[src/rtl/elevator_car_if.sv]
// Command/status bundle between the target-floor stage (master) and the cab model (slave).
interface elevator_car_if;
  logic       door_open;
  logic [1:0] updown;
  logic       door;
  logic [2:0] floor;
  logic       moving;
  logic       cmd_err;

  modport master (
    output door_open, updown,
    input  door, floor, moving, cmd_err
  );

  modport slave (
    input  door_open, updown,
    output door, floor, moving, cmd_err
  );
endinterface

[src/rtl/elevator_car.sv]
// Elevator cab and door model with motion/door interlocks and end-floor saturation.
// One shared counter times both floor travel and door strokes.
module elevator_car #(
  parameter int NUM_FLOORS   = 8,
  parameter int TRAVEL_TICKS = 10,
  parameter int DOOR_TICKS   = 5
) (
  input  logic             clk,
  input  logic             rst_n,
  elevator_car_if.slave    bus,
  output logic [2:0]       dbg_state_o
);

  localparam int CNT_MAX = (TRAVEL_TICKS > DOOR_TICKS) ? TRAVEL_TICKS : DOOR_TICKS;
  localparam int CNT_W   = (CNT_MAX > 1) ? $clog2(CNT_MAX) : 1;
  localparam logic [CNT_W-1:0] TRAVEL_LAST = CNT_W'(TRAVEL_TICKS - 1);
  localparam logic [CNT_W-1:0] DOOR_LAST   = CNT_W'(DOOR_TICKS - 1);
  localparam logic [2:0]       TOP_FLOOR   = 3'(NUM_FLOORS - 1);

  typedef enum logic [2:0] {
    S_CLOSED  = 3'd0,
    S_OPENING = 3'd1,
    S_OPEN    = 3'd2,
    S_CLOSING = 3'd3,
    S_UP      = 3'd4,
    S_DOWN    = 3'd5
  } state_t;

  state_t           state_q, state_d;
  logic [CNT_W-1:0] cnt_q, cnt_d;
  logic [2:0]       floor_q, floor_d;
  logic             cmd_err_q, cmd_err_d;
  logic             ud_seen_q, ud_seen_d;

  // Commands are level-sensitive and sampled every clk; there is no valid/ready
  // handshake, the stage simply holds door_open/updown until it sees the result.
  always_ff @(posedge clk or negedge rst_n) begin
    if (!rst_n) begin
      state_q   <= S_CLOSED;
      cnt_q     <= '0;
      floor_q   <= 3'd0;
      cmd_err_q <= 1'b0;
      ud_seen_q <= 1'b0;
    end else begin
      state_q   <= state_d;
      cnt_q     <= cnt_d;
      floor_q   <= floor_d;
      cmd_err_q <= cmd_err_d;
      ud_seen_q <= ud_seen_d;
    end
  end

  always_comb begin
    state_d   = state_q;
    cnt_d     = cnt_q;
    floor_d   = floor_q;
    cmd_err_d = 1'b0;
    ud_seen_d = ud_seen_q;
    unique case (state_q)
      S_CLOSED: begin
        ud_seen_d = 1'b0;
        if (bus.door_open) begin
          state_d = S_OPENING;
          cnt_d   = '0;
        end else if (bus.updown == 2'b01 && floor_q < TOP_FLOOR) begin
          state_d = S_UP;
          cnt_d   = '0;
        end else if (bus.updown == 2'b10 && floor_q != 3'd0) begin
          state_d = S_DOWN;
          cnt_d   = '0;
        end else if (bus.updown != 2'b00) begin
          cmd_err_d = 1'b1;
        end
      end
      S_UP, S_DOWN: begin
        // Travel is committed: inputs are ignored until the floor boundary.
        if (cnt_q == TRAVEL_LAST) begin
          floor_d = (state_q == S_UP) ? floor_q + 3'd1 : floor_q - 3'd1;
          state_d = S_CLOSED;
          cnt_d   = '0;
        end else begin
          cnt_d = cnt_q + 1'b1;
        end
      end
      S_OPENING: begin
        if (cnt_q == DOOR_LAST) begin
          state_d = S_OPEN;
          cnt_d   = '0;
        end else begin
          cnt_d = cnt_q + 1'b1;
        end
      end
      S_OPEN: begin
        if (!bus.door_open) begin
          state_d   = S_CLOSING;
          cnt_d     = '0;
          ud_seen_d = 1'b0;
        end else if (bus.updown != 2'b00) begin
          // Flag a motion request against an open door only on its first cycle.
          cmd_err_d = !ud_seen_q;
          ud_seen_d = 1'b1;
        end else begin
          ud_seen_d = 1'b0;
        end
      end
      S_CLOSING: begin
        if (bus.door_open) begin
          state_d = S_OPENING;
          cnt_d   = '0;
        end else if (cnt_q == DOOR_LAST) begin
          state_d = S_CLOSED;
          cnt_d   = '0;
        end else begin
          cnt_d = cnt_q + 1'b1;
        end
      end
      default: begin
        state_d = S_CLOSED;
        cnt_d   = '0;
      end
    endcase
  end

  assign bus.door     = (state_q == S_OPEN);
  assign bus.moving   = (state_q == S_UP) || (state_q == S_DOWN);
  assign bus.floor    = floor_q;
  assign bus.cmd_err  = cmd_err_q;
  assign dbg_state_o  = state_q;

endmodule
[src/flat_wrapper.sv]
// flat-port wrapper written by rule: the top's interface ports become plain ports
module elevator_car_flat 
#(
  parameter int NUM_FLOORS   = 8,
  parameter int TRAVEL_TICKS = 10,
  parameter int DOOR_TICKS   = 5
)
  (clk, rst_n, dbg_state_o, bus_door_open, bus_updown, bus_door, bus_floor, bus_moving, bus_cmd_err);
  elevator_car_if bus_i ();
  input  logic clk;
  input  logic rst_n;
  output logic [2:0] dbg_state_o;
  input wire logic [$bits(bus_i.door_open)-1:0] bus_door_open;
  input wire logic [$bits(bus_i.updown)-1:0] bus_updown;
  output wire logic [$bits(bus_i.door)-1:0] bus_door;
  output wire logic [$bits(bus_i.floor)-1:0] bus_floor;
  output wire logic [$bits(bus_i.moving)-1:0] bus_moving;
  output wire logic [$bits(bus_i.cmd_err)-1:0] bus_cmd_err;
  assign bus_i.door_open = bus_door_open;
  assign bus_i.updown = bus_updown;
  assign bus_door = bus_i.door;
  assign bus_floor = bus_i.floor;
  assign bus_moving = bus_i.moving;
  assign bus_cmd_err = bus_i.cmd_err;
  elevator_car #(.NUM_FLOORS(NUM_FLOORS), .TRAVEL_TICKS(TRAVEL_TICKS), .DOOR_TICKS(DOOR_TICKS)) u_core (.clk(clk), .rst_n(rst_n), .bus(bus_i), .dbg_state_o(dbg_state_o));
endmodule
[config.mk]
export PLATFORM = sky130hd
export DESIGN_NAME = elevator_car_flat
export DESIGN_NICKNAME = d
export VERILOG_FILES = /design/src/rtl/elevator_car_if.sv /design/src/rtl/elevator_car.sv /design/src/flat_wrapper.sv
export SDC_FILE = /design/constraint.sdc
export NUM_CORES = 1
export LEC_CHECK = 0
export ABC_AREA = 1
export ABC_CLOCK_PERIOD_IN_PS = 2400
export CAP_MARGIN = 20
export CORE_MARGIN = 2
export CORE_UTILIZATION = 58
export CTS_BUF_LIST = sky130_fd_sc_hd__clkbuf_8
export CTS_CLUSTER_DIAMETER = 80
export DETAILED_ROUTE_END_ITERATION = 10
export PLACE_DENSITY = 0.88
export SETUP_SLACK_MARGIN = 0.4
export SYNTH_ARGS = -nofsm -noshare
export SYNTH_HDL_FRONTEND = slang
export SYNTH_SLANG_ARGS = --single-unit
export TNS_END_PERCENT = 10
[constraint.sdc]
create_clock -name clk -period 2.4 [get_ports clk]
set_input_delay 0.24 -clock clk [delete_from_list [all_inputs] [get_ports clk]]
set_output_delay 0.24 -clock clk [all_outputs]
set_load 0.02 [all_outputs]
==> impl_table.tex, run 1 <==
\begin{tabular}{lr}
\hline
Metric & Value \\
\hline
\multicolumn{2}{l}{\textbf{Logic synthesis}} \\
Mean post-synth cell area & 8.06 µm² \\
Sequential share of the synthesized area & 0.369 \\
Cells taking the most area after synthesis & dfrtp\_1 (37\%), nand2\_1 (11\%), nand3\_1 (5.5\%) \\
Warnings from Yosys & 0 \\
Post-synth top area share & 0.369 \\
Synthesized net count & 110 \\
Cell type contributing the most total cell area after synthesis & dfrtp\_1 \\
Synth unique cells & 25 \\
Post-Synthesis Cell Area & 815 µm² \\
Synthesized instance count & 101 \\
Number of flip-flops and latches in the synthesized netlist & 12 \\
\multicolumn{2}{l}{\textbf{Timing}} \\
Post-layout min period & 1.90 ns \\
Achievable clock frequency & 526 MHz \\
Final Worst Setup Slack & 0.498 ns \\
Number of setup violations in the final report & 0 \\
Worst hold margin & 0.368 ns \\
Final period util & 0.793 \\
Worst-Margin Slew & 0.564 ns \\
Number of hold violations in the final report & 0 \\
Final-report max-slew violation count & 0 \\
Unrepaired setup endpoints after global routing & no \\
Setup total negative slack & 0 ns \\
Clock Skew & 0.00538 ns \\
Worst slew slack as a fraction of its limit & 0.623 \\
\multicolumn{2}{l}{\textbf{Clock tree}} \\
Clock tree from TritonCTS & built \\
Clock-pin slew reported for the worst setup and hold paths after clock tree synthesis & 0.05 ns \\
Post-CTS setup-driven buffer insertion count & 0 \\
Inserted Clock Buffers & 3 \\
Sinks on the clock net & 12 \\
CTS H-tree lvls & 1 \\
Deepest clock path buffer count & 2 \\
Clk Tree Root Cell & clkbuf\_8 \\
Clk\_lat worst skew & 0.24 ns \\
Count of hold-fix buffers inserted at cts & 0 \\
Post-cts sizing count & 0 \\
\multicolumn{2}{l}{\textbf{Drt}} \\
Vias after detailed routing & 709 \\
DRC violations left & 0 \\
Number of vias per cell after detailed routing & 5.37 \\
Drt pass-1 iters & 4 \\
Final wirelength & 1740 µm \\
Number of design-rule violations left by the first detailed-router iteration & 32 \\
Avg WL per Cell & 13.2 µm \\
Number of nets with antenna violations after detailed routing & 0 \\
\multicolumn{2}{l}{\textbf{Critical path}} \\
Cell with the largest stage delay on the worst path & clkdlybuf4s50\_1 \\
Crit. End Element & output pin \\
Type of element launching the critical path & register \\
Critical path type & reg2out \\
Cells along the critical path & nor2\_2 -> inv\_1 -> nor2\_4 -> clkdlybuf4s50\_1 \\
Biggest fanout along the worst timing path & 6 \\
Largest stage delay on the critical path & 0.61 ns \\
Worst path arrival time & 1.66 ns \\
Worst EP required & 2.16 ns \\
\multicolumn{2}{l}{\textbf{Floorplanning}} \\
Ports & 14 \\
Initial cell density of the core & 0.626 \\
Full die area & 1720 µm² \\
Core footprint & 1300 µm² \\
Vertical die dimension & 41.5 µm \\
Placement row count & 13 \\
Die width & 41.5 µm \\
\multicolumn{2}{l}{\textbf{Power}} \\
Largest voltage drop on the vdd net & 0.647 mV \\
Comb pwr share & 0.532 \\
Power after layout & 1.18 mW \\
Cell internal power dissipation & 0.642 mW \\
Share of power burned in registers & 0.317 \\
Clk network pwr share & 0.151 \\
Switching part of the total & 0.458 \\
Pwr dens & 1180 nW/µm² \\
Leak Pwr & 0.497 nW \\
Net switching power of the design & 0.542 mW \\
\multicolumn{2}{l}{\textbf{Finish}} \\
Non-Filler Instances & 132 \\
Post-Route Utilization & 0.772 \\
Share of cells above drive strength 1 & 0.162 \\
Synth-to-layout area growth & 23.3\% \\
Post-layout nets & 128 \\
Antenna diode count & 0 \\
Area of all placed cells without fillers & 1000 µm² \\
\multicolumn{2}{l}{\textbf{Status}} \\
Outcome & completed \\
\multicolumn{2}{l}{\textbf{Global routing}} \\
Initial antenna violation count & 0 \\
Wire length of the first global-routing pass & 3240 µm \\
Via count of the first global-routing pass & 752 \\
Largest net degree at the start of global routing & 13 \\
Remaining global-route overflow & 0 \\
Overall global routing resource usage & 0.239 \\
\multicolumn{2}{l}{\textbf{Placed design}} \\
Count of input and output buffers & 13 \\
HPWL Detailed & 1380 µm \\
Gpl congestion & 0.806 \\
Count of placed standard cells including taps & 129 \\
Area post-placement & 963 µm² \\
Worst slack at placement & 0.760 ns \\
\multicolumn{2}{l}{\textbf{Run}} \\
Number of maximum-capacitance violations & 0 \\
\multicolumn{2}{l}{\textbf{Hold path}} \\
Kind of path behind the tightest hold check & in2async \\
\hline
\end{tabular}
## power groups by stage
stage | logic [mW] | registers (mW) | clock network (mW)
finish | 0.630 | 0.375 | 0.179
global route | 0.699 | 0.388 | 0.191
CTS | 0.632 | 0.373 | 0.183
detailed placement | 0.627 | 0.376 | 0
global placement | 0.606 | 0.370 | 0
floorplan | 0.392 | 0.407 | 0
## kinds of logic after synthesis
group	share of synthesized area
adder cells (fa/ha/maj)	0.0707
XOR/XNOR	0.0430
buffers and inverters	0.0645
flip-flops	0.369
AO/OA/AOI/OAI	0.0492
AND/OR/NAND/NOR	0.386
multiplexers	0.0184
## metal layers
metal | GRT usage | wire, µm
met1 | 0.298 | 803
met2 | 0.422 | 832
met3 | 0.0304 | 87
met4 | 0.0774 | 14
met5 | 0 | 0
## cell usage after synthesis
| master | count |
|---|---|
| nand2_1 | 23 |
| dfrtp_1 | 12 |
| inv_1 | 12 |
| nand3_1 | 9 |
| nor2_1 | 9 |
| nand4_1 | 5 |
| ha_1 | 3 |
| nor2_4 | 3 |
| o21ai_0 | 3 |
| xor2_1 | 3 |
| a21oi_1 | 2 |
| inv_2 | 2 |
| nand3_2 | 2 |
| nor2_2 | 2 |
| a31oi_1 | 1 |
| fa_1 | 1 |
| mux2_4 | 1 |
| nand2_2 | 1 |
| nand2_4 | 1 |
| nand4_2 | 1 |
| nor3_1 | 1 |
| nor3_2 | 1 |
| o21ai_2 | 1 |
| or2_2 | 1 |
| xnor2_1 | 1 |
## area by class of cell
cell class,instances,area (µm²)
Clock buffer,3,41.3
Fill cell,96,297
Inverter,14,52.6
Multi-Input combinational cell,75,462
Sequential cell,12,300
Tap cell,15,18.8
Timing Repair Buffer,13,130
## registers in the layout, summed over array words and instances (netlist names)
name / cells
u_core.bus.floor: 3
u_core.cnt_q: 4
u_core.bus.cmd_err: 1
u_core.ud_seen_q: 1
u_core.dbg_state_o: 3
## layout by cell type, fill, tap and decap left out, drive strengths merged
master and n:
clkdlybuf4s50 13, a21oi 2, nand4 6, mux2 1, nor2 14, nor3 2, inv 14, xnor2 1
ha 3, dfrtp 12, xor2 3, fa 1, a31oi 1, o21ai 4, nand2 25, clkbuf 3
nand3 11, or2 1
## worst max-delay path, delay by kind of cell (launching register included)
kind | cells | cell delay [ns]
buffers and inverters | 2 | 0.71
flip-flops | 1 | 0.46
AND/OR/NAND/NOR | 2 | 0.25
## path summary, 6_finish.rpt
kind	from	end	slack [ns]	depth (start not counted)
max	u_core.dbg_state_o[2]	bus_door	0.50	4
max in group asynchronous	rst_n	u_core.bus.cmd_err	1.66	1
min reg2reg	u_core.ud_seen_q	u_core.bus.cmd_err	0.45	1
min in group clk	u_core.ud_seen_q	u_core.bus.cmd_err	0.45	1
min	rst_n	u_core.bus.floor[1]	0.37	1
max reg2reg	u_core.dbg_state_o[1]	u_core.bus.floor[2]	0.79	6
(Power assumes the default switching activity.)
==> run 2, diff against run 1 <==
Settings changed: ABC_CLOCK_PERIOD_IN_PS 2400 to 1700, CORE_UTILIZATION 58 to 48, PLACE_DENSITY 0.88 to 0.78.
Clock period 2.4 ns to 1.7 ns, I/O delays scaled along.
==> impl_table.tex, run 2 (same netlist as run 1, synthesis figures left out) <==
\begin{tabular}{lr}
\hline
Metric & Value \\
\hline
\multicolumn{2}{l}{\textbf{Status}} \\
Outcome & completed \\
\multicolumn{2}{l}{\textbf{Timing}} \\
Achievable clock frequency & 670 MHz \\
Clock Skew & 0.00229 ns \\
Number of setup violations in the final report & 0 \\
Unrepaired setup endpoints after global routing & yes \\
Worst slew slack as a fraction of its limit & 0.644 \\
Post-layout min period & 1.49 ns \\
Worst-Margin Slew & 0.533 ns \\
Setup total negative slack & 0 ns \\
Final-report max-slew violation count & 0 \\
Final period util & 0.877 \\
Number of hold violations in the final report & 0 \\
\multicolumn{2}{l}{\textbf{Floorplanning}} \\
Full die area & 2040 µm² \\
Initial cell density of the core & 0.528 \\
Placement row count & 14 \\
Ports & 14 \\
Core footprint & 1540 µm² \\
Vertical die dimension & 45.2 µm \\
Die width & 45.2 µm \\
\multicolumn{2}{l}{\textbf{Drt}} \\
Avg WL per Cell & 12.8 µm \\
Met3 wire length & 35 µm \\
Drt pass-1 iters & 4 \\
Final wirelength & 1750 µm \\
Number of vias per cell after detailed routing & 5.34 \\
DRC violations left & 0 \\
Sum of met2 wire segment lengths after detailed routing & 797 µm \\
Uppermost layer routed & met4 \\
Number of nets with antenna violations after detailed routing & 0 \\
Vias after detailed routing & 731 \\
Metal-1 WL & 872 µm \\
Number of design-rule violations left by the first detailed-router iteration & 7 \\
\multicolumn{2}{l}{\textbf{Placed design}} \\
Gpl congestion & 0.832 \\
Count of placed standard cells including taps & 130 \\
Count of input and output buffers & 13 \\
HPWL Detailed & 1320 µm \\
\multicolumn{2}{l}{\textbf{Power}} \\
Pwr dens & 1690 nW/µm² \\
Leak Pwr & 0.533 nW \\
Largest voltage drop on the vdd net & 0.794 mV \\
Power after layout & 1.78 mW \\
\multicolumn{2}{l}{\textbf{Clock tree}} \\
Clk\_lat worst skew & 0.25 ns \\
Clock tree from TritonCTS & built \\
Sinks on the clock net & 12 \\
CTS H-tree lvls & 1 \\
Inserted Clock Buffers & 3 \\
Clock-pin slew reported for the worst setup and hold paths after clock tree synthesis & 0.06 ns \\
Deepest clock path buffer count & 2 \\
Clk Tree Root Cell & clkbuf\_8 \\
\multicolumn{2}{l}{\textbf{Critical path}} \\
Buffering stage count on the worst path with inverters included & 1 \\
Critical path type & reg2out \\
R2R Path Start & u\_core.dbg\_state\_o[0] \\
Delay-heaviest family, CP & buffers and inverters \\
R2R Path End & u\_core.bus.floor[1] \\
Worst path arrival time & 1.32 ns \\
Largest stage delay on the critical path & 0.63 ns \\
Cells along the critical path & clkdlybuf4s50\_1 \\
Cell with the largest stage delay on the worst path & clkdlybuf4s50\_1 \\
Setup slack, reg-to-reg & 0.25 ns \\
Depth of the most critical reg-to-reg path & 4 \\
Worst EP required & 1.53 ns \\
Type of element launching the critical path & register \\
Crit. End Element & output pin \\
Biggest fanout along the worst timing path & 5 \\
\multicolumn{2}{l}{\textbf{Global routing}} \\
Largest net degree at the start of global routing & 13 \\
Initial antenna violation count & 0 \\
Wire length of the first global-routing pass & 2970 µm \\
Via count of the first global-routing pass & 698 \\
Remaining global-route overflow & 0 \\
Overall global routing resource usage & 0.204 \\
\multicolumn{2}{l}{\textbf{Finish}} \\
Share of cells above drive strength 1 & 0.264 \\
Synth-to-layout area growth & 29.5\% \\
Post-Route Utilization & 0.684 \\
Non-Filler Instances & 137 \\
Antenna diode count & 0 \\
Number of flip-flops under the largest register name & 4 \\
Fill cell instance count of the final layout & 129 \\
Largest register by flop count & u\_core.cnt\_q \\
Commonest non-fill, non-tap cell in the layout & nand2\_1 \\
Post-layout nets & 131 \\
Highest-count cells in the layout ignoring fill and taps & nand2\_1 (23), inv\_1 (11), nor2\_1 (9), clkdlybuf4s50\_1 (9) \\
\multicolumn{2}{l}{\textbf{Run}} \\
Number of maximum-capacitance violations & 0 \\
\multicolumn{2}{l}{\textbf{Hold path}} \\
Kind of path behind the tightest hold check & in2async \\
\hline
\end{tabular}
run 2: worst max-delay path by stage:
stage	to	slack, ns	cells after the start	from
finish	dbg_state_o[1]	0.21	1	u_core.dbg_state_o[1]
global route	u_core.bus.floor[2]	0.17	6	u_core.dbg_state_o[0]
CTS	bus_floor[1]	0.20	1	u_core.bus.floor[1]
detailed placement	bus_door	0.14	4	u_core.dbg_state_o[0]
global placement	bus_door	0.16	4	u_core.dbg_state_o[0]
floorplan	u_core.bus.floor[1]	0.23	4	u_core.dbg_state_o[1]
run 2: timing repair:
item / in CTS / in global routing
resized for setup: 5 / 5
setup buffers: 0 / 3
endpoints found under the setup margin: 17 / 18
hold buffers: 0 / 0
run 2: stage by stage:
step	setup WS (ns)	cell area, µm²	hold WS (ns)
2_1_floorplan	0.230	828	-0.126
3_3_place_gp	0.164	978	0.438
3_5_place_dp	0.136	978	0.427
4_1_cts	0.199	1030	0.289
5_1_grt	0.170	1050	0.336
6_report	0.208	1050	0.272
run 2: cell type report:
type / count / area [µm²] / area share
well taps: 16 / 20.0 / 0.0190
repair buffers: 16 / 148 / 0.140
clock buffers: 4 / 55.1 / 0.0522
multi-input cells: 75 / 472 / 0.447
inverters: 14 / 55.1 / 0.0522
flip-flops and latches: 12 / 305 / 0.289
run 2: layer usage:
layer | vias to the layer above | global-route usage
met3 | 5 | 0.0240
met1 | 351 | 0.253
met4 | 0 | 0.124
met5 | - | 0
met2 | 8 | 0.334
li1 | 367 | -
run 2: where the power goes:
part           switching [mW]  leakage (nW)  internal [mW]
registers               0.152         0.150          0.392
clock network           0.119        0.0288          0.205
logic                   0.527         0.354          0.389
==> run 3, diff against run 2 <==
Settings changed: CAP_MARGIN 20 to not set, CORE_MARGIN 2 to 3.
==> impl_table.tex, run 3 (same netlist as run 1, synthesis figures left out) <==
\begin{tabular}{lr}
\hline
Metric & Value \\
\hline
\multicolumn{2}{l}{\textbf{Status}} \\
Outcome & completed \\
\multicolumn{2}{l}{\textbf{Timing}} \\
Final-report max-slew violation count & 0 \\
Achievable clock frequency & 669 MHz \\
Clock Skew & 0.00225 ns \\
Final period util & 0.880 \\
Worst slew slack as a fraction of its limit & 0.632 \\
Number of setup violations in the final report & 0 \\
Unrepaired setup endpoints after global routing & yes \\
Post-layout min period & 1.50 ns \\
Worst-Margin Slew & 0.550 ns \\
Setup total negative slack & 0 ns \\
Number of hold violations in the final report & 0 \\
\multicolumn{2}{l}{\textbf{Global routing}} \\
Wire length of the first global-routing pass & 2720 µm \\
Via count of the first global-routing pass & 618 \\
Largest net degree at the start of global routing & 13 \\
Overall global routing resource usage & 0.176 \\
Initial antenna violation count & 0 \\
Remaining global-route overflow & 0 \\
\multicolumn{2}{l}{\textbf{Finish}} \\
Number of flip-flops under the largest register name & 4 \\
Post-layout nets & 132 \\
Area of all placed cells without fillers & 1050 µm² \\
Commonest non-fill, non-tap cell in the layout & nand2\_1 \\
Non-Filler Instances & 138 \\
Antenna diode count & 0 \\
Share of cells above drive strength 1 & 0.254 \\
Synth-to-layout area growth & 28.6\% \\
Highest-count cells in the layout ignoring fill and taps & nand2\_1 (23), inv\_1 (12), clkdlybuf4s50\_1 (10) \\
Largest register by flop count & u\_core.cnt\_q \\
Post-Route Utilization & 0.672 \\
Fill cell instance count of the final layout & 123 \\
\multicolumn{2}{l}{\textbf{Critical path}} \\
Worst EP required & 1.53 ns \\
Crit. End Element & output pin \\
Critical path type & reg2out \\
Type of element launching the critical path & register \\
Worst path arrival time & 1.33 ns \\
Biggest fanout along the worst timing path & 5 \\
\multicolumn{2}{l}{\textbf{Run}} \\
Number of maximum-capacitance violations & 0 \\
\multicolumn{2}{l}{\textbf{Power}} \\
Pwr dens & 1640 nW/µm² \\
Largest voltage drop on the vdd net & 0.793 mV \\
Power after layout & 1.72 mW \\
Leak Pwr & 0.527 nW \\
\multicolumn{2}{l}{\textbf{Clock tree}} \\
Clk\_lat worst skew & 0.24 ns \\
Inserted Clock Buffers & 3 \\
Clock tree from TritonCTS & built \\
Clock-pin slew reported for the worst setup and hold paths after clock tree synthesis & 0.06 ns \\
Count of hold-fix buffers inserted at cts & 0 \\
CTS H-tree lvls & 1 \\
Clk Tree Root Cell & clkbuf\_8 \\
Deepest clock path buffer count & 2 \\
Sinks on the clock net & 12 \\
\multicolumn{2}{l}{\textbf{Drt}} \\
Number of vias per cell after detailed routing & 5.06 \\
Number of nets with antenna violations after detailed routing & 0 \\
Vias after detailed routing & 698 \\
Number of design-rule violations left by the first detailed-router iteration & 27 \\
Final wirelength & 1650 µm \\
Drt pass-1 iters & 4 \\
Avg WL per Cell & 12.0 µm \\
DRC violations left & 0 \\
\multicolumn{2}{l}{\textbf{Placed design}} \\
Gpl congestion & 0.860 \\
Area post-placement & 978 µm² \\
Count of input and output buffers & 13 \\
HPWL Detailed & 1280 µm \\
Count of placed standard cells including taps & 130 \\
\multicolumn{2}{l}{\textbf{Hold path}} \\
Kind of path behind the tightest hold check & in2async \\
\multicolumn{2}{l}{\textbf{Floorplanning}} \\
Die width & 47.2 µm \\
Initial cell density of the core & 0.522 \\
Placement row count & 14 \\
Core footprint & 1560 µm² \\
Full die area & 2230 µm² \\
Ports & 14 \\
Vertical die dimension & 47.2 µm \\
\hline
\end{tabular}
run 3: path summary, 6_finish.rpt:
check                           cells past startpoint  slack (ns)                  end                  start
worst max-delay path                                3        0.20           bus_moving  u_core.dbg_state_o[1]
max in group asynchronous                           1        1.02      u_core.cnt_q[0]                  rst_n
worst max register to register                      6        0.25  u_core.bus.floor[2]  u_core.dbg_state_o[0]
worst min-delay path                                1        0.28  u_core.bus.floor[1]                  rst_n
worst min register to register                      1        0.45   u_core.bus.cmd_err       u_core.ud_seen_q
min in group clk                                    1        0.45   u_core.bus.cmd_err       u_core.ud_seen_q
run 3: metal layers:
| metal | global-route usage | vias up | part of all wire |
|---|---|---|---|
| met5 | 0 | - | 0 |
| met4 | 0.0663 | 0 | 0.013 |
| met3 | 0.0383 | 4 | 0.042 |
| met2 | 0.268 | 15 | 0.46 |
| met1 | 0.243 | 310 | 0.48 |
| li1 | - | 369 | - |
run 3: critical path, cell delays in order (launching register included):
cell and delay, ns:
dfrtp_2 0.43, buf_4 0.15, nor2_4 0.15, dlygate4sd2_1 0.35
run 3: metrics by stage:
stage,worst slack [ns],hold slack (ns)
finish,0.204,0.283
global route,0.144,0.311
CTS,0.218,0.309
detailed placement,0.134,0.449
global placement,0.146,0.435
floorplan,0.230,-0.126
run 3: power breakdown:
part           switching [mW]  total [mW]  internal [mW]  leakage, nW
sequential              0.142       0.534          0.392        0.150
clock                   0.112       0.272          0.160       0.0269
combinational           0.522       0.917          0.395        0.350
run 3: timing repair:
item,in CTS,in global routing
endpoints found under the setup margin,17,19
pin swaps,0,1
resized for setup,6,1
cloned,0,0
setup buffers,1,3
run 3: layout make-up:
| type | instances | area [µm²] | area share |
|---|---|---|---|
| tap | 16 | 20.0 | 0.0191 |
| multi-input combinational | 75 | 469 | 0.448 |
| sequential | 12 | 305 | 0.292 |
| clock buffer | 3 | 41.3 | 0.0394 |
| inverter | 14 | 55.1 | 0.0526 |
| timing repair buffer | 17 | 153 | 0.146 |
| clock inverter | 1 | 3.75 | 0.00358 |
